[src/rtl/con_pkg.sv]
// Shared definitions for the convolution output stage.
// Provides default data width and feature-map size, the FILL/DRAIN state
// encoding and a constant-evaluable clog2 helper for sizing address buses.
package con_pkg;

  localparam int unsigned DW_DEF    = 16;
  // 7x7 image convolved with a 3x3 kernel (no padding) gives a 5x5 map.
  localparam int unsigned OUT_H_DEF = 5;
  localparam int unsigned OUT_W_DEF = 5;

  typedef enum logic {
    StFill  = 1'b0,
    StDrain = 1'b1
  } state_e;

  // Minimum result of 1 so a one-entry buffer still gets a legal bus width.
  function automatic int unsigned clog2(input int unsigned value);
    int unsigned bits;
    bits = 0;
    while ((64'd1 << bits) < 64'(value)) begin
      bits = bits + 1;
    end
    return (bits == 0) ? 1 : bits;
  endfunction

endpackage

[src/rtl/con_snake_addr.sv]
// Write-position counter for the result buffer.
// Walks a OUT_H x OUT_W map either in raster order or, with SNAKE=1, in
// serpentine order (even rows left-to-right, odd rows right-to-left).
// Ports:
//   clk  - system clock
//   rst  - synchronous active-high reset, returns to (0,0)
//   step - advance to the next position this cycle
//   row  - current row
//   col  - current column
//   wrap - step taken at the final position; counters return to (0,0)
module con_snake_addr #(
  parameter int unsigned OUT_H = 5,
  parameter int unsigned OUT_W = 5,
  parameter bit          SNAKE = 1'b1
) (
  input  logic       clk,
  input  logic       rst,
  input  logic       step,
  output logic [2:0] row,
  output logic [2:0] col,
  output logic       wrap
);

  localparam logic [2:0] LastRow = 3'(OUT_H - 1);
  localparam logic [2:0] LastCol = 3'(OUT_W - 1);

  logic [2:0] row_q, row_d;
  logic [2:0] col_q, col_d;
  logic       desc;
  logic       row_end;

  assign desc    = SNAKE && row_q[0];
  assign row_end = desc ? (col_q == 3'd0) : (col_q == LastCol);
  assign wrap    = step && row_end && (row_q == LastRow);
  assign row     = row_q;
  assign col     = col_q;

  always_comb begin
    row_d = row_q;
    col_d = col_q;
    if (step) begin
      if (row_end) begin
        if (row_q == LastRow) begin
          row_d = 3'd0;
          col_d = 3'd0;
        end else begin
          row_d = row_q + 3'd1;
          // Leaving an even row means the next row is odd, which runs backwards.
          col_d = (SNAKE && !row_q[0]) ? LastCol : 3'd0;
        end
      end else if (desc) begin
        col_d = col_q - 3'd1;
      end else begin
        col_d = col_q + 3'd1;
      end
    end
  end

  always_ff @(posedge clk) begin
    if (rst) begin
      row_q <= 3'd0;
      col_q <= 3'd0;
    end else begin
      row_q <= row_d;
      col_q <= col_d;
    end
  end

endmodule

[src/rtl/con_result_buf.sv]
// Convolution result buffer.
// Captures one full feature map from the free-running convolution engine
// (raster or serpentine order), then replays it in raster order over a
// valid/ready handshake with optional ReLU clamping.
// Ports:
//   clk, rst                 - clock, synchronous active-high reset
//   in_valid, in_data        - result stream from the engine (no back-pressure)
//   out_ready                - consumer accepts the presented element
//   out_valid, out_data      - registered output element, raster order
//   out_row, out_col         - coordinates of out_data
//   out_last                 - marks element (OUT_H-1, OUT_W-1)
//   busy                     - high while draining
//   overflow                 - sticky: a sample arrived while not filling
module con_result_buf
  import con_pkg::*;
#(
  parameter int unsigned DW    = DW_DEF,
  parameter int unsigned OUT_H = OUT_H_DEF,
  parameter int unsigned OUT_W = OUT_W_DEF,
  parameter bit          RELU  = 1'b0,
  parameter bit          SNAKE = 1'b1
) (
  input  logic          clk,
  input  logic          rst,
  input  logic          in_valid,
  input  logic [DW-1:0] in_data,
  input  logic          out_ready,
  output logic          out_valid,
  output logic [DW-1:0] out_data,
  output logic [2:0]    out_row,
  output logic [2:0]    out_col,
  output logic          out_last,
  output logic          busy,
  output logic          overflow
);

  localparam int unsigned Depth   = OUT_H * OUT_W;
  localparam int unsigned AW      = clog2(Depth);
  localparam logic [2:0]  LastRow = 3'(OUT_H - 1);
  localparam logic [2:0]  LastCol = 3'(OUT_W - 1);

  state_e state_q, state_d;

  logic [DW-1:0] mem [Depth];

  logic          wr_en;
  logic          wr_wrap;
  logic [2:0]    wr_row, wr_col;
  logic [AW-1:0] wr_addr;

  logic [2:0]    rd_row_q, rd_col_q;
  logic          rd_done_q;
  logic [AW-1:0] rd_addr;
  logic [DW-1:0] rd_word;
  logic          rd_is_last;

  logic          out_valid_q, out_last_q, overflow_q;
  logic [DW-1:0] out_data_q;
  logic [2:0]    out_row_q, out_col_q;

  logic          load, xfer, last_xfer;

  // Samples outside FILL are dropped so a completed frame is never overwritten.
  assign wr_en   = (state_q == StFill) && in_valid;
  assign wr_addr = AW'(wr_row * OUT_W + wr_col);

  con_snake_addr #(
    .OUT_H (OUT_H),
    .OUT_W (OUT_W),
    .SNAKE (SNAKE)
  ) u_wr_addr (
    .clk  (clk),
    .rst  (rst),
    .step (wr_en),
    .row  (wr_row),
    .col  (wr_col),
    .wrap (wr_wrap)
  );

  always_ff @(posedge clk) begin
    if (wr_en) begin
      mem[wr_addr] <= in_data;
    end
  end

  assign rd_addr    = AW'(rd_row_q * OUT_W + rd_col_q);
  assign rd_word    = mem[rd_addr];
  assign rd_is_last = (rd_row_q == LastRow) && (rd_col_q == LastCol);

  // Refill the output register whenever it is empty or being emptied this cycle.
  assign xfer      = out_valid_q && out_ready;
  assign last_xfer = xfer && out_last_q;
  assign load      = (state_q == StDrain) && !rd_done_q && (!out_valid_q || out_ready);

  always_comb begin
    state_d = state_q;
    unique case (state_q)
      StFill:  if (wr_wrap) state_d = StDrain;
      StDrain: if (last_xfer) state_d = StFill;
      default: state_d = StFill;
    endcase
  end

  always_ff @(posedge clk) begin
    if (rst) begin
      state_q     <= StFill;
      rd_row_q    <= 3'd0;
      rd_col_q    <= 3'd0;
      rd_done_q   <= 1'b0;
      out_valid_q <= 1'b0;
      out_last_q  <= 1'b0;
      out_data_q  <= '0;
      out_row_q   <= 3'd0;
      out_col_q   <= 3'd0;
      overflow_q  <= 1'b0;
    end else begin
      state_q <= state_d;
      if ((state_q == StDrain) && in_valid) begin
        overflow_q <= 1'b1;
      end
      if (load) begin
        out_valid_q <= 1'b1;
        out_data_q  <= (RELU && rd_word[DW-1]) ? '0 : rd_word;
        out_row_q   <= rd_row_q;
        out_col_q   <= rd_col_q;
        out_last_q  <= rd_is_last;
        if (rd_is_last) begin
          rd_done_q <= 1'b1;
          rd_row_q  <= 3'd0;
          rd_col_q  <= 3'd0;
        end else if (rd_col_q == LastCol) begin
          rd_row_q <= rd_row_q + 3'd1;
          rd_col_q <= 3'd0;
        end else begin
          rd_col_q <= rd_col_q + 3'd1;
        end
      end else if (xfer) begin
        out_valid_q <= 1'b0;
        out_last_q  <= 1'b0;
      end
      if (last_xfer) begin
        rd_done_q <= 1'b0;
      end
    end
  end

  assign out_valid = out_valid_q;
  assign out_data  = out_data_q;
  assign out_row   = out_row_q;
  assign out_col   = out_col_q;
  assign out_last  = out_last_q;
  assign busy      = (state_q == StDrain);
  assign overflow  = overflow_q;

endmodule

[config.mk]
export PLATFORM = sky130hd
export DESIGN_NAME = con_result_buf
export DESIGN_NICKNAME = d
export VERILOG_FILES = /design/src/rtl/con_pkg.sv /design/src/rtl/con_snake_addr.sv /design/src/rtl/con_result_buf.sv
export SDC_FILE = /design/constraint.sdc
export NUM_CORES = 1
export LEC_CHECK = 0
export ABC_AREA = 1
export BUFFER_PORTS_ARGS = -buffer_cell sky130_fd_sc_hd__buf_2
export CAP_MARGIN = 20
export CORE_UTILIZATION = 40
export CTS_CLUSTER_SIZE = 20
export DETAILED_ROUTE_END_ITERATION = 12
export PLACE_DENSITY = 0.66
export SLEW_MARGIN = 20
export SYNTH_ARGS = -nofsm -noshare
export SYNTH_HDL_FRONTEND = slang
export SYNTH_SLANG_ARGS = --single-unit
[constraint.sdc]
create_clock -name clk -period 6.65 [get_ports clk]
set_clock_uncertainty 0.05 [all_clocks]
set_input_delay 1.33 -clock clk [delete_from_list [all_inputs] [get_ports clk]]
set_output_delay 1.33 -clock clk [all_outputs]
set_load 0.005 [all_outputs]
==> impl_metrics.py, run 1 <==
metrics = {
    "outcome": {
        "status": "complete, no violations",
    },
    "power_and_ir_drop": {
        "power_leakage_nw": 7.82,
        "vdd_ir_drop_max_mv": 0.166,
        "p_per_area_nw_per_um2": 279,
        "power_mw": 5.72,
    },
    "global_routing": {
        "antenna_found_initial": 2,
        "grt_max_degree": 84,
        "grt_pass1_wl_mm": 69.5,
        "met1_usage_pct": 27.1,
        "busiest_layer": "met2",
        "grt_pass1_vias": 12028,
        "grt_use_met2_pct": 30.8,
        "overflow": 0,
        "grtUsageTotal_pct": 19.4,
        "use_met3_pct": 3.55,
    },
    "clock_network": {
        "cts-hold-fix-buffers": 0,
        "path_clk_slew_ns": 0.07,
        "cts_resized": 0,
        "htreeDepth": 2,
        "post_cts_buffers": 0,
        "cts_inserted_buffers": 43,
        "cts_num_sinks": 439,
        "clock_path_buffers": 3,
        "worstSkewPairLatency_ns": 0.57,
        "cts_tree": "done",
        "root_buffer": "clkbuf_16",
    },
    "floorplanning": {
        "core_um2": 44600,
        "start_util_pct": 40.8,
        "die_h_um": 215,
        "io_pins": 46,
        "row_count": 77,
        "die_width_um": 215,
        "dieArea_um2": 46400,
    },
    "setup_path": {
        "cp_top_family": "adder cells",
        "worst_ep_required_time_ns": 7.08,
        "crit_slowest_cell": "fa_2",
        "rr_worst_depth": 9,
        "crit_type": "flop to flop",
        "cp_max_fo": 48,
        "cp_common_cell": "nand3_1",
        "cp.depth": 9,
        "start_kind": "flop",
        "max_stage_delay_ns": 0.94,
        "worstSetupEndpointType": "flop",
        "cp_data_arrival_time_ns": 4.03,
        "crit_buf_inv": 1,
        "crit_chain": "ha_1 > ha_1 > fa_2 > inv_2 > nand3_1 > nand3_1 > nand3_1 > nand2_1 > a21oi_1",
    },
    "logic_synthesis": {
        "ys_types": 29,
        "syn_avg_cell_area_um2": 11.0,
        "seq_area_frac_synth_pct": 70.2,
        "yosysWarnings": 0,
        "yosysTopAreaCell": "edfxtp_1",
        "ys_ff_latch": 439,
        "synth_area_leaders": "edfxtp_1 (66%), nand2_1 (10%), nand3_1 (7.7%)",
        "synth_top_area_share_pct": 65.9,
        "synth_fp_nets": 1703,
        "syn_inst": 1658,
        "netlist_area_um2": 18200,
    },
    "drt": {
        "viasPerCell": 5.29,
        "final_antenna_net_count": 0,
        "remaining_drc_errors": 0,
        "first_pass_iters": 5,
        "routedWlPerCell_um": 19.3,
        "dr_total_vias": 12253,
        "drt_wl_total_mm": 44.6,
        "drt_iter0_markers": 1220,
    },
    "layout": {
        "n_antenna_cell": 0,
        "drive_gt1_share_pct": 8.75,
        "nFillCells": 3980,
        "final_cells": 2318,
        "nets": 1736,
        "final_area_um2": 20500,
        "layout_common_cells": "nand2_1 (489), edfxtp_1 (400), nand3_1 (279)",
        "final_common_cell": "nand2_1",
        "area_delta_synth_final_pct": 12.4,
    },
    "timing": {
        "fmax_mhz": 277,
        "period_minus_slack_ns": 3.61,
        "hold_ws_ns": 0.415,
        "tightestPinTransition_ns": 1.06,
        "setup_viol": 0,
        "maxSlewHeadroom_pct": 28.5,
        "fin_tns_setup_ns": 0,
        "hold_viol_final": 0,
        "rsz0062_at_grt": "false",
        "post-route-period-util_pct": 54.2,
        "drv_slew": 0,
    },
    "place": {
        "gp_congestion": 0.883,
        "dpl_cell_area_um2": 19100,
        "placed_cells": 2238,
        "place_hpwl_mm": 25.7,
        "io_buffers": 45,
    },
    "hold_path": {
        "min_path_cells": 2,
        "worstHoldPathType": "flop to flop",
    },
    "job": {
        "cap_violations": 0,
    },
}
==> registers in the layout (all words and copies together), names as in the netlist <==
name / cells
overflow: 1
rd_row_q: 3
busy: 1
out_data: 16
mem: 400
out_valid: 1
rd_col_q: 3
out_last: 1
out_col: 3
u_wr_addr.row: 3
rd_done_q: 1
out_row: 3
u_wr_addr.col: 3
==> routing by layer <==
metal / wire length, um / up-vias
met2: 20400 / 454
li1: - / 5737
met4: 1080 / 4
met1: 19700 / 5971
met5: 23 / -
met3: 3370 / 87
==> tightest hold or removal path: cells and delay by family (launching register included) <==
kind             cells  cell delay [ns]
flip-flops           1             0.31
AND/OR/NAND/NOR      1             0.06
AO/OA/AOI/OAI        1             0.05
==> metrics by stage <==
stage                     utilization [%]  setup WS (ns)
after floorplan                         -           2.83
after global placement               42.8           3.04
after global routing                 45.9           2.84
final                                45.9           3.04
after CTS                            45.9           3.01
after detailed placement             42.8           2.96
==> path summary, 6_finish.rpt <==
check,start,end,slack [ns]
max,rd_row_q[2],out_data[11],3.04
min,out_data[7],out_data[7],0.41
max reg2reg,rd_row_q[2],out_data[11],3.04
min reg2reg,out_data[7],out_data[7],0.41
==> cells by family after synthesis <==
kind of cell	count (synthesis)	synth area share, %
AOI/OAI and AO/OA	99	2.82
and+or+nand+nor	903	20.6
buffers and inverters	183	4.13
DFF	439	70.2
xor gates and xnor gates	9	0.433
adders and majority gates	25	1.84
==> synth_stat cells <==
cell type / number
o211a_1: 1
o211ai_1: 1
a31oi_1: 1
edfxtp_1: 400
clkbuf_1: 34
xnor2_1: 4
fa_1: 3
nand2_1: 489
clkinv_1: 1
buf_2: 44
and3_1: 1
nand3_1: 279
nor4_1: 1
nand4_1: 1
a221oi_1: 1
buf_4: 1
inv_1: 91
nor3_1: 1
a21oi_1: 49
nor2_1: 131
buf_1: 9
inv_2: 2
a211oi_1: 2
buf_6: 1
xor2_1: 5
o21ai_0: 43
o22ai_1: 1
ha_1: 22
dfxtp_1: 39
==> layout make-up <==
type	instances	area [um2]	area share, %
tap	592	741	3.62
sequential	439	12800	62.5
timing repair buffer	77	465	2.27
inverter	94	355	1.73
clock buffer	65	1270	6.20
multi-input combinational	1036	4730	23.1
clock inverter	15	128	0.623
==> power by group <==
part | internal, mW | total (mW) | switching (mW) | leakage [nW]
Sequential | 3.08 | 3.09 | 0.0150 | 3.92
Combinational | 0.0521 | 0.229 | 0.177 | 3.21
Clock | 1.37 | 2.40 | 1.03 | 0.691
Power figures use the tool's default switching activity.
==> inputs of run 2 (changes only) <==
==> constraint.sdc (replaced) <==
create_clock -name clk -period 3.4 [get_ports clk]
set_clock_uncertainty 0.05 [all_clocks]
set_input_delay 0.68 -clock clk [delete_from_list [all_inputs] [get_ports clk]]
set_output_delay 0.68 -clock clk [all_outputs]
set_load 0.005 [all_outputs]
==> run 2 against run 1 <==
Clock power up 100%. Final area up 1.1%. Critical endpoint is now mem[8][2]. Routed wire length up 3.3%. Register-to-register slack worse by 2.8 ns. Global-route usage up 0.55 points. Worst hold slack worse by 0.083 ns. Setup slack worse by 2.8 ns. Non-clock buffer count up 10.
==> impl_metrics.py, run 2 (same netlist as run 1, synthesis figures left out) <==
metrics = {
    "setup_path": {
        "rr_startpoint": "u_wr_addr.row[0]",
        "max_stage_delay_ns": 0.46,
        "worstSetupEndpointType": "flop",
        "start_kind": "flop",
        "crit_chain": "ha_1 > ha_1 > ha_1 > a21oi_1 > nand2_1 > xnor2_1 > inv_1 > nor2_1 > nand2_1 > nor2_1 > buf_4",
        "crit_type": "flop to flop",
        "endpoint": "mem[8][2]",
        "cp_max_fo": 16,
        "worst_ep_required_time_ns": 3.59,
        "critPathLaunch": "u_wr_addr.row[0]",
        "cp_data_arrival_time_ns": 3.39,
        "rr_worst_depth": 11,
        "crit_slowest_cell": "dfxtp_1",
        "rr_endpoint": "mem[8][2]",
        "r2r_slack_ns": 0.20,
        "cp_common_cell": "ha_1",
    },
    "layout": {
        "area_delta_synth_final_pct": 13.7,
        "nets": 1748,
        "nFillCells": 3985,
        "n_antenna_cell": 0,
        "final_common_cell": "nand2_1",
        "layout_common_cells": "nand2_1 (489), edfxtp_1 (400), nand3_1 (279)",
        "largest_reg_flops": 400,
        "regMostFlops": "mem",
        "drive_gt1_share_pct": 9.15,
    },
    "outcome": {
        "status": "complete, no violations",
    },
    "drt": {
        "drt_iter0_markers": 1647,
        "dr_total_vias": 12268,
        "viasPerCell": 5.27,
        "remaining_drc_errors": 0,
        "first_pass_iters": 5,
        "final_antenna_net_count": 0,
        "routedWlPerCell_um": 19.8,
        "drt_wl_total_mm": 46.1,
    },
    "floorplanning": {
        "dieArea_um2": 46400,
        "start_util_pct": 40.8,
        "die_width_um": 215,
        "core_um2": 44600,
        "io_pins": 46,
        "row_count": 77,
        "die_h_um": 215,
    },
    "clock_network": {
        "cts_inserted_buffers": 45,
        "cts-hold-fix-buffers": 0,
        "clock_path_buffers": 3,
        "root_buffer": "clkbuf_16",
        "cts_tree": "done",
        "worstSkewPairLatency_ns": 0.56,
        "path_clk_slew_ns": 0.06,
        "cts_resized": 0,
        "post_cts_buffers": 0,
        "cts_num_sinks": 439,
        "htreeDepth": 2,
    },
    "power_and_ir_drop": {
        "vdd_ir_drop_max_mv": 0.359,
        "power_leakage_nw": 7.93,
        "power_mw": 11.4,
        "p_per_area_nw_per_um2": 550,
    },
    "global_routing": {
        "antenna_found_initial": 1,
        "overflow": 0,
        "grt_max_degree": 193,
        "grt_pass1_vias": 11958,
        "grt_pass1_wl_mm": 70.5,
        "grtUsageTotal_pct": 19.9,
    },
    "timing": {
        "setup_viol": 0,
        "drv_slew": 0,
        "rsz0062_at_grt": "false",
        "fin_tns_setup_ns": 0,
        "period_minus_slack_ns": 3.20,
        "fmax_mhz": 312,
        "hold_viol_final": 0,
        "maxSlewHeadroom_pct": 38.7,
        "tightestPinTransition_ns": 0.920,
        "fin_ws_ns": 0.196,
        "post-route-period-util_pct": 94.2,
    },
    "hold_path": {
        "hp-start": "in_valid",
        "worstHoldPathType": "input port to flop",
    },
    "place": {
        "io_buffers": 45,
        "place_hpwl_mm": 27.7,
        "gp_congestion": 0.860,
        "pre_cts_ws_ns": 0.291,
    },
    "job": {
        "cap_violations": 0,
    },
}
==> run 2: cell types whose count changed in the layout (fill, tap and decap cells not counted), sizes merged <==
cell    delta
clkbuf    -13
clkinv    +11
buf       +10
bufinv     +4
inv        -1
==> run 2: per-layer routing <==
metal	track usage (%)	routed length, um
met1	28.0	19600
met2	32.3	21500
met5	0	13
met4	5.06	1000
met3	3.31	3910
==> run 2: area by class of cell <==
type / count / area (um2) / share of cell area [%]
Clock buffer: 52 / 1150 / 5.56
Inverter: 94 / 355 / 1.72
Timing Repair Buffer: 87 / 653 / 3.15
Clock inverter: 29 / 284 / 1.37
Multi-Input combinational cell: 1036 / 4730 / 22.9
Tap cell: 592 / 741 / 3.58
Sequential cell: 439 / 12800 / 61.8
==> run 2: power by group <==
part	leakage, nW	switching, mW	total [mW]	internal (mW)
sequential	3.92	0.0318	6.05	6.01
combinational	3.31	0.391	0.504	0.113
clock	0.704	2.03	4.84	2.81
total	7.93	2.46	11.4	8.94
==> run 2: critical path: cells and delay by family (launching register included) <==
kind                     cells  cell delay, ns
adder cells (fa/ha/maj)      3            0.80
AND/OR/NAND/NOR              4            0.68
AO/OA/AOI/OAI                1            0.17
flip-flops                   1            0.46
buffers and inverters        2            0.36
XOR/XNOR                     1            0.36
==> run 2: through the flow <==
stage	cell area (um2)	std cells	hold slack [ns]	util (%)
floorplan	18200	1658	0.410	-
global placement	19300	2248	0.403	43.2
detailed placement	19300	2248	0.407	43.2
CTS	20700	2329	0.326	46.4
global route	20700	2329	0.330	46.4
finish	20700	2329	0.332	46.4
==> run 2: worst min path at each step <==
stage | endpoint | slack [ns] | depth (start not counted)
global route | overflow | 0.33 | 3
finish | overflow | 0.33 | 3
detailed placement | out_col[2] | 0.41 | 2
global placement | out_col[0] | 0.40 | 2
CTS | overflow | 0.33 | 3
floorplan | overflow | 0.41 | 2
==> inputs of run 3 (changes only) <==
--- a/config.mk
+++ b/config.mk
@@ -11,6 +11,7 @@
 export CORE_UTILIZATION = 40
 export CTS_CLUSTER_SIZE = 20
 export DETAILED_ROUTE_END_ITERATION = 12
+export MAX_ROUTING_LAYER = met4
 export PLACE_DENSITY = 0.66
 export SLEW_MARGIN = 20
 export SYNTH_ARGS = -nofsm -noshare
==> run 3 against run 2 <==
Combinational power about the same. Critical path type unchanged. Clock power up 1%. Maximum frequency up 1.5%. Highest routed layer is now met4.
==> impl_metrics.py, run 3 (same netlist as run 1, synthesis figures left out) <==
metrics = {
    "setup_path": {
        "worstSetupEndpointType": "flop",
        "rr_worst_depth": 11,
        "start_kind": "flop",
        "cp_max_fo": 16,
        "rr_startpoint": "u_wr_addr.row[2]",
        "worst_ep_required_time_ns": 3.58,
        "cp_data_arrival_time_ns": 3.34,
        "crit_type": "flop to flop",
        "r2r_slack_ns": 0.24,
        "rr_endpoint": "mem[9][0]",
    },
    "clock_network": {
        "cts_tree": "done",
        "cts_inserted_buffers": 45,
        "worstSkewPairLatency_ns": 0.55,
        "cts-hold-fix-buffers": 0,
        "cts_num_sinks": 439,
        "root_buffer": "clkbuf_16",
        "clock_path_buffers": 3,
        "path_clk_slew_ns": 0.06,
        "htreeDepth": 2,
        "post_cts_buffers": 0,
        "cts_resized": 0,
    },
    "floorplanning": {
        "dieArea_um2": 46400,
        "die_width_um": 215,
        "core_um2": 44600,
        "io_pins": 46,
        "die_h_um": 215,
        "row_count": 77,
        "start_util_pct": 40.8,
    },
    "global_routing": {
        "grt_max_degree": 193,
        "antenna_found_initial": 1,
        "grtUsageTotal_pct": 20.8,
        "overflow": 0,
        "grt_pass1_wl_mm": 71.3,
        "grt_pass1_vias": 11945,
    },
    "timing": {
        "post-route-period-util_pct": 92.9,
        "drv_slew": 0,
        "period_minus_slack_ns": 3.16,
        "fin_tns_setup_ns": 0,
        "setup_viol": 0,
        "rsz0062_at_grt": "false",
        "fmax_mhz": 317,
        "maxSlewHeadroom_pct": 41.0,
        "tightestPinTransition_ns": 0.884,
        "fin_ws_ns": 0.243,
        "hold_viol_final": 0,
    },
    "layout": {
        "final_common_cell": "nand2_1",
        "drive_gt1_share_pct": 9.55,
        "area_delta_synth_final_pct": 14.0,
        "largest_reg_flops": 400,
        "ff_latch_area_um2": 12800,
        "multi_input_area_um2": 4730,
        "regMostFlops": "mem",
        "layout_common_cells": "nand2_1 (489), edfxtp_1 (400), nand3_1 (279)",
        "nets": 1747,
        "nFillCells": 3963,
    },
    "drt": {
        "wl_met3_mm": 3.95,
        "drt_wl_total_mm": 46.7,
        "routed.top_layer": "met4",
        "remaining_drc_errors": 0,
        "drt_iter0_markers": 1472,
        "wl_met2_mm": 21.8,
        "dr_total_vias": 12306,
        "first_pass_iters": 6,
        "met1Wirelength_mm": 20.1,
        "final_antenna_net_count": 0,
        "viasPerCell": 5.28,
        "routedWlPerCell_um": 20.0,
    },
    "place": {
        "pre_cts_ws_ns": 0.307,
        "place_hpwl_mm": 27.9,
        "gp_congestion": 0.886,
        "io_buffers": 45,
    },
    "hold_path": {
        "whs_endpoint": "overflow",
        "worstHoldPathType": "input port to flop",
        "min_path_cells": 3,
        "hp-start": "in_valid",
    },
    "power_and_ir_drop": {
        "power_leakage_nw": 7.96,
        "vdd_ir_drop_max_mv": 0.324,
        "p_per_area_nw_per_um2": 551,
    },
    "job": {
        "cap_violations": 0,
    },
    "outcome": {
        "status": "complete, no violations",
    },
}
[run 3: changes by cell type in the layout (fill, tap and decap cells not counted)]
cell       previous run  this run
clkinv_1             14         5
clkbuf_8              0         7
buf_4                33        30
bufinv_16             5         2
clkbuf_1              7        10
buf_12                9        11
clkbuf_16            45        47
clkinv_2              7         9
diode_2               0         2
inv_6                 2         0
clkbuf_4              0         1
clkinv_4              0         1
clkinv_8              2         1
inv_4                 1         2
[run 3: where the power goes]
group / switching [mW] / internal, mW
logic: 0.396 / 0.110
clock network: 2.04 / 2.85
registers: 0.0325 / 6.01
[run 3: final cells by class]
| cell class | instances | share of cell area [%] |
|---|---|---|
| Sequential cell | 439 | 61.6 |
| Multi-Input combinational cell | 1036 | 22.8 |
| Clock inverter | 18 | 0.729 |
| Antenna cell | 2 | 0.0241 |
| Timing Repair Buffer | 86 | 3.23 |
| Clock buffer | 65 | 6.34 |
| Inverter | 94 | 1.71 |
| Tap cell | 592 | 3.57 |
[run 3: routing by layer]
metal / up-vias / track usage [%]
li1: 5755 / -
met1: 5983 / 28.9
met2: 494 / 32.2
met3: 74 / 3.28
met4: 0 / 4.87
met5: - / -
[run 3: worst max path at each step]
stage | startpoint | to | depth (start not counted)
after floorplan | u_wr_addr.row[0] | mem[24][0] | 6
after global placement | u_wr_addr.row[2] | mem[11][10] | 11
after detailed placement | u_wr_addr.row[0] | mem[11][10] | 11
after CTS | u_wr_addr.row[0] | mem[10][9] | 11
after global routing | u_wr_addr.row[2] | mem[15][13] | 11
final | u_wr_addr.row[2] | mem[9][0] | 11
[run 3: worst max-delay path, stage by stage (launching register included)]
cell	delay, ns
dfxtp_1	0.46
ha_1	0.29
ha_1	0.18
ha_1	0.33
a21oi_1	0.17
nand2_1	0.08
xnor2_1	0.35
inv_1	0.11
nor2_1	0.24
nand2_1	0.19
nor2_1	0.12
buf_4	0.26
[run 3: through the flow]
step / total power, mW / area (um2) / hold slack (ns) / util (%) / instances
6_report: 11.4 / 20800 / 0.343 / 46.6 / 2332
5_1_grt: 11.7 / 20800 / 0.348 / 46.5 / 2331
4_1_cts: 11.5 / 20800 / 0.327 / 46.5 / 2330
3_5_place_dp: 6.66 / 19300 / 0.407 / 43.2 / 2247
3_3_place_gp: 6.64 / 19300 / 0.402 / 43.2 / 2247
2_1_floorplan: 6.38 / 18200 / 0.410 / - / 1658
